**src/rtl/ucie_sbinit_pkg.sv**
```systemverilog
// ucie_sbinit_pkg: sideband message encodings and SBINIT state enum shared by the RX and TX SBINIT blocks
package ucie_sbinit_pkg;
  localparam int OUT_OF_RESET = 1;
  localparam int DONE_REQ = 2;
  localparam int DONE_RESP = 3;
  typedef enum logic [2:0] {
    IDLE           = 3'd0,
    WAIT_DONE_REQ  = 3'd1,
    SEND_DONE_RESP = 3'd2,
    SBINIT_END     = 3'd3,
    TIMEOUT        = 3'd4
  } sbinit_state_t;
endpackage

```
**src/rtl/sbinit_timeout_cnt.sv**
```systemverilog
// sbinit_timeout_cnt: saturating residency counter (clk, rst, clr, en in; tc high once count reaches LIMIT-1)
module sbinit_timeout_cnt #(
  parameter int LIMIT = 800000
) (
  input  logic clk,
  input  logic rst,
  input  logic clr,
  input  logic en,
  output logic tc
);
  localparam int W = $clog2(LIMIT) + 1;
  logic [W-1:0] cnt;
  assign tc = cnt >= W'(LIMIT - 1);
  always_ff @(posedge clk) begin
    if (rst || clr) cnt <= '0;
    else if (en && !tc) cnt <= cnt + 1'b1;
  end
endmodule

```
**src/rtl/rx_sbinit_resp.sv**
```systemverilog
// rx_sbinit_resp: SBINIT responder; waits for done_req, sends done_resp under i_SB_Busy backpressure, flags end/timeout (i_clk, i_rst, i_SBINIT_en, i_rx_valid, i_decoded_SB_msg, i_SB_Busy in; o_valid_rx, o_encoded_SB_msg_rx, o_SBINIT_end_rx, o_timeout registered out)
module rx_sbinit_resp
  import ucie_sbinit_pkg::*;
#(
  parameter int SB_MSG_WIDTH   = 4,
  parameter int TIMEOUT_CYCLES = 800000
) (
  input  logic                    i_clk,
  input  logic                    i_rst,
  input  logic                    i_SBINIT_en,
  input  logic                    i_rx_valid,
  input  logic [SB_MSG_WIDTH-1:0] i_decoded_SB_msg,
  input  logic                    i_SB_Busy,
  output logic                    o_valid_rx,
  output logic [SB_MSG_WIDTH-1:0] o_encoded_SB_msg_rx,
  output logic                    o_SBINIT_end_rx,
  output logic                    o_timeout
);
  sbinit_state_t state, nxt;
  logic tc;
  logic done_req;
  assign done_req = i_rx_valid && (i_decoded_SB_msg == SB_MSG_WIDTH'(DONE_REQ));
  sbinit_timeout_cnt #(.LIMIT(TIMEOUT_CYCLES)) u_cnt (
    .clk(i_clk),
    .rst(i_rst),
    .clr(state == IDLE),
    .en (state == WAIT_DONE_REQ || state == SEND_DONE_RESP),
    .tc (tc)
  );
  always_comb begin
    nxt = state;
    case (state)
      IDLE:           nxt = WAIT_DONE_REQ;
      WAIT_DONE_REQ:  nxt = done_req ? SEND_DONE_RESP : tc ? TIMEOUT : WAIT_DONE_REQ;
      SEND_DONE_RESP: nxt = !i_SB_Busy ? SBINIT_END : tc ? TIMEOUT : SEND_DONE_RESP;
      SBINIT_END:     nxt = SBINIT_END;
      TIMEOUT:        nxt = TIMEOUT;
      default:        nxt = IDLE;
    endcase
    if (!i_SBINIT_en) nxt = IDLE;
  end
  always_ff @(posedge i_clk) begin
    if (i_rst) begin
      state               <= IDLE;
      o_valid_rx          <= 1'b0;
      o_encoded_SB_msg_rx <= '0;
      o_SBINIT_end_rx     <= 1'b0;
      o_timeout           <= 1'b0;
    end else begin
      state               <= nxt;
      o_valid_rx          <= nxt == SEND_DONE_RESP;
      o_encoded_SB_msg_rx <= nxt == SEND_DONE_RESP ? SB_MSG_WIDTH'(DONE_RESP) : '0;
      o_SBINIT_end_rx     <= nxt == SBINIT_END;
      o_timeout           <= nxt == TIMEOUT;
    end
  end
endmodule
```
**config.mk**
```make
export PLATFORM = sky130hd
export DESIGN_NAME = rx_sbinit_resp
export DESIGN_NICKNAME = d
export VERILOG_FILES = /design/src/rtl/ucie_sbinit_pkg.sv /design/src/rtl/sbinit_timeout_cnt.sv /design/src/rtl/rx_sbinit_resp.sv
export SDC_FILE = /design/constraint.sdc
export NUM_CORES = 1
export LEC_CHECK = 0
export BUFFER_PORTS_ARGS = -buffer_cell sky130_fd_sc_hd__buf_4
export CORE_UTILIZATION = 30
export CTS_BUF_LIST = sky130_fd_sc_hd__clkbuf_4
export DETAILED_ROUTE_END_ITERATION = 10
export SYNTH_ARGS = -nofsm -noshare
export SYNTH_HDL_FRONTEND = slang
export SYNTH_HIERARCHICAL = 1
export SYNTH_SLANG_ARGS = --single-unit
```
**constraint.sdc**
```tcl
create_clock -name i_clk -period 2.42 [get_ports i_clk]
set_input_delay 0.484 -clock i_clk [delete_from_list [all_inputs] [get_ports i_clk]]
set_output_delay 0.484 -clock i_clk [all_outputs]
set_load 0.01 [all_outputs]
```
Yosys cells after proc, flatten, opt, wreduce, memory -nomap -nowiden:

Index checks and enable logic that the tools add are counted.

* bits of input ports: 9
* logic and storage cells: 29
* output and inout port bits: 7
* register bits: 31

* reduce and logical (&&, ||, !) cells: 6
* add/sub/neg operators: 1
* magnitude comparators: 1
* multiplexer cells: 7
* equal/unequal tests: 8

Operators by type and width (number)
* $add 21x1->21 const B: 1
* $ge 21x20->1 const B: 1
* $mux 3: 5
* $pmux 3 s5: 1
* $eq 3x2->1 const B: 4
* $eq 3x3->1 const B: 2
* $eq 4x2->1 const B: 1
* $eq 3x1->1 const B: 1
* $logic_not 3->1: 1
* $logic_and 1x1->1: 2
* $logic_or 1x1->1: 2
* $mux 2: 1
* $logic_not 1->1: 1

Longest topological paths before layout:

* depth after elaboration: 7
* depth in mapped cells: 9
* mapped depth without buffers: 7

Hierarchy:

Netlist, hierarchy kept.

Modules (own cells, without submodules)
* sbinit_timeout_cnt: times used 1, sequential area each 420.4 um^2, area an instance 1162.4 um^2, cells each 135
* rx_sbinit_resp: times used 1, sequential area each 120.1 um^2, area an instance 379.1 um^2, cells each 40

Least setup slack after synthesis:

No wires, ideal clock.

* kind: register to register
* from: register u_cnt.cnt[14]
* to: register o_timeout
* stages on the path, launching flop included: 8
* setup slack: 284 ps
* period minus slack after synthesis: 2136 ps
* data required time: 2363 ps
* data arrival time: 2079 ps
* path buffers: 0
* library setup time: 57 ps
* cell sequence: dfxtp_1 -> or4_4 -> or4b_4 -> a21o_1 -> nand2b_1 -> nand4bb_1 -> a21oi_1 -> a21o_1

* word-level cells in the longest chain between the ends: 6
* elaborated cells between the ends (all ways): 8
* classes of those cells: order compare: 1; eq/ne: 1; mux: 6

Ends and longest elaborated chain
* from (decl): RTL line sbinit_timeout_cnt.sv:12 `logic [W-1:0] cnt;`
* from (signal assigned): RTL line sbinit_timeout_cnt.sv:16 `else if (en && !tc) cnt <= cnt + 1'b1;`
* $ge 21x20->1 *: RTL line sbinit_timeout_cnt.sv:13 `assign tc = cnt >= W'(LIMIT - 1);`
* via tc: RTL line rx_sbinit_resp.sv:20 `logic tc;`
* $mux 3 (on tied branches) (2 in series): RTL line rx_sbinit_resp.sv:34, rx_sbinit_resp.sv:35
* $pmux 3 s5 *: RTL line rx_sbinit_resp.sv:32 `case (state)`
* $mux 3 *: RTL line rx_sbinit_resp.sv:40 `if (!i_SBINIT_en) nxt = IDLE;`
* $eq 3x3->1 *: RTL line rx_sbinit_resp.sv:54 `o_timeout <= nxt == TIMEOUT;`
* to (signal assigned): RTL line rx_sbinit_resp.sv:48 `o_timeout <= 1'b0;`
* to (signal assigned): RTL line rx_sbinit_resp.sv:54
* to (decl): RTL line rx_sbinit_resp.sv:17 `output logic o_timeout`

Mark *: on every way through the listed nets, which the timed path passes. The rest lies on a longest branch.
A chain may end at the register's enable or synchronous reset.

Worst setup path after layout:

Same ends and word-level chain as after synthesis.

==> run summary <==
status = finished clean
Clock Sinks = 27
CTS tree = done
Final Hold Vio Count = 0
Worst-Skew Late Latency = 0.33 ns
initial DRC count = 54
most frequent cell after synthesis = dfxtp_1
CTS Root Cell = clkbuf_4
VDD IR max = 0.4134 mV
DR vias/cell = 5.336
FILL cells = 509
cells after synthesis = 175
worst hold path class = input port to flip-flop
Comb power frac = 6.8%
pre-CTS setup slack = 0.1189 ns
Worst Skew = 0.005400 ns
Synth cell types = 48
Max-Cap Viols = 0
Post-synth EDFFs = 0
GRT Residual Overflow = 0
die span in y = 73.68 µm
P_sw = 166.5 µW
Seq pwr share = 64.3%
I/O Buffers = 13
Reg clk slew, reported paths = 0.15 ns
FF-to-FF Start = u_cnt/cnt[14]$_SDFFE_PP0P_
CTS max path bufs = 2
design area = 0.001717 mm²
WP data required = 2.71 ns
DRT Wirelength = 3.129 mm
met3 Use GR = 2.881%
Mapped Avg Cell Area = 8.808 µm²
reg-to-reg setup timing slack = 0.14 ns
fin nets = 197
DR pass1 iterations = 4
Yosys top cell area share = 35.06%
total number of vias = 1,350
number of global-route vias before repair = 1,213
Yosys reg bits = 27
r2r worst-path depth = 7
GPL Wtd Cong = 0.8103
Slew @ Worst Pin = 0.6329 ns
met1 Resource Use GR = 18.02%
fin worst setup slack = 0.1392 ns
gr busiest metal = met2
Final min period = 2.281 ns
num ports = 16
worst setup path startpoint = u_cnt/cnt[14]$_SDFFE_PP0P_
layout cells sized above 1 = 18.28%
Final HPWL DP = 2.263 mm
H-tree depth = 1
crit path kind = flip-flop to flip-flop
Ys Warns = 6
setup violators final = 0
Fmax = 0.4384 GHz
global-route wire length before repair = 5.554 mm
Layout Utilization = 35.41%
core area = 0.004848 mm²
top cells by area, synth = dfxtp_1 (35%), a21oi_1 (4.9%), or3_1 (4.1%), and4_1 (4.0%), o31ai_1 (3.9%)
Worst Path Max Fanout = 5
critical path startpoint category = flip-flop
crit path capture type = flip-flop
Int Power = 530.8 µW
clock power share = 28.9%
met2 Resource Use GR = 20.39%
FF-to-FF End = o_timeout$_SDFF_PP0_
cell area after synthesis = 0.001541 mm²
die area = 0.005429 mm²
Final Cycle Share = 94.25%
power density cells = 406.2 mW/mm²
area post-placement = 0.001682 mm²
num rows = 25
setup TNS = 0 ns
hold path startpoint = i_decoded_SB_msg[0]
diode count = 0
asr flop ratio synth = 0%
Layout area overhead = 11.36%
GRT Resource Usage Total = 12.92%
DR DRC count = 0
Synth area leader = dfxtp_1
initial antenna violation count = 0
Sw Ratio = 23.88%
Slew Limit Fails = 0
LEAKAGE = 0.0005526 µW
Die X-Extent = 73.68 µm
largest net degree at the start of global routing = 17
Setup Fix Bufs, Post-CTS = 0
hold path depth = 4
antenna viol nets, final = 0
ys flop type = dfxtp_1
Slew HR = 57.48%
crit path DAT = 2.57 ns
wire per inst = 12.37 µm
synth cell count leaders = dfxtp_1 (27), a21oi_1 (15), nand2_1 (14)
CTS buffer count = 3
RSZ-0062 raised after global routing = no
starting density of the core = 31.79%
end of the worst hold path = o_encoded_SB_msg_rx[0]$_SDFF_PP0_
register area share after synthesis = 35.06%
[flip-flops by register name, summed over array words and instances (netlist names)]
| name | cells |
|---|---|
| u_cnt/cnt | 21 |
| state | 3 |
| o_SBINIT_end_rx | 1 |
| o_timeout | 1 |
| o_encoded_SB_msg_rx | 1 |
[how the worst max path moves through the flow]
stage	cells past startpoint	endpoint	slack, ns
detailed placement	7	o_timeout$_SDFF_PP0_	0.12
finish	7	o_timeout$_SDFF_PP0_	0.14
CTS	7	o_timeout$_SDFF_PP0_	0.08
floorplan	7	o_timeout$_SDFF_PP0_	0.28
global route	7	o_timeout$_SDFF_PP0_	0.03
global placement	7	o_timeout$_SDFF_PP0_	0.15
[power by group through the flow]
stage / clock network, µW / registers (µW) / logic (µW)
after global placement: 0 / 458 / 47.5
after floorplan: 0 / 456 / 31.1
after CTS: 208 / 449 / 47.6
after detailed placement: 0 / 458 / 47.2
after global routing: 227 / 449 / 51.8
final: 201 / 449 / 47.3
[cell usage in the layout, fill, tap and decap left out, types with 2 or more instances in the layout]
master	netlist	routed
a21o_1	3	3
a21oi_1	15	15
and2_1	2	2
and4_1	7	7
buf_4	6	18
clkbuf_4	0	3
conb_1	1	2
dfxtp_1	27	27
inv_1	4	4
mux2i_1	5	5
nand2_1	14	14
nand3_1	10	10
nand4_1	7	7
nor2_1	4	4
nor3_1	2	2
nor4_1	3	3
o211ai_1	2	2
o21ai_0	6	6
o31ai_1	8	8
or3_1	10	10
or4_1	7	7
[cell type report]
class                      instances  area, µm²  share of cell area, %
inverter                           4      15.01                 0.8746
tap                               67      83.83                  4.883
sequential                        27      540.5                  31.49
clock buffer                       3      22.52                  1.312
clock inverter                     1      5.005                 0.2915
timing repair buffer              18      135.1                  7.872
multi-input combinational        133      914.6                  53.28
[repair_timing]
action | in CTS | in global routing
hold buffers | 0 | 0
resized for setup | 0 | 1
endpoints found under the setup margin | 0 | 2
endpoints found under the hold margin | 0 | 0
[kinds of logic (layout without fill, tap and decap cells)]
family | Yosys count | in the layout | synth area share, %
simple gates | 82 | 82 | 35.31
compound gates | 42 | 42 | 18.43
flops | 27 | 27 | 35.07
buf+inv | 16 | 26 | 6.330
mux | 5 | 5 | 3.247
fa+ha+maj | 1 | 1 | 0.8116
other cells | 1 | 2 | 0.2433
xor+xnor | 1 | 1 | 0.5683
[layer usage]
layer	part of all wire [%]	vias up	wire, µm
met4	0.48	0	15
met1	50	630	1575
li1	-	687	-
met3	5.1	2	159
met2	44	31	1378
met5	0	-	0
[worst max-delay path, stage by stage, from the launching register on]
cell       delay [ns]
dfxtp_1          0.36
or4_4            0.55
or4b_4           0.54
a21o_1           0.25
nand2b_4         0.11
nand4bb_1        0.13
a21oi_1          0.18
a21o_1           0.13
[metrics by stage]
stage	power [µW]	cells	hold WS (ns)
floorplan	487.1	176	0.4392
global placement	505.8	249	0.4541
detailed placement	505.6	249	0.4593
CTS	704.7	253	0.4368
global route	728.1	253	0.4443
finish	697.3	253	0.4485
(Power assumes the default switching activity.)
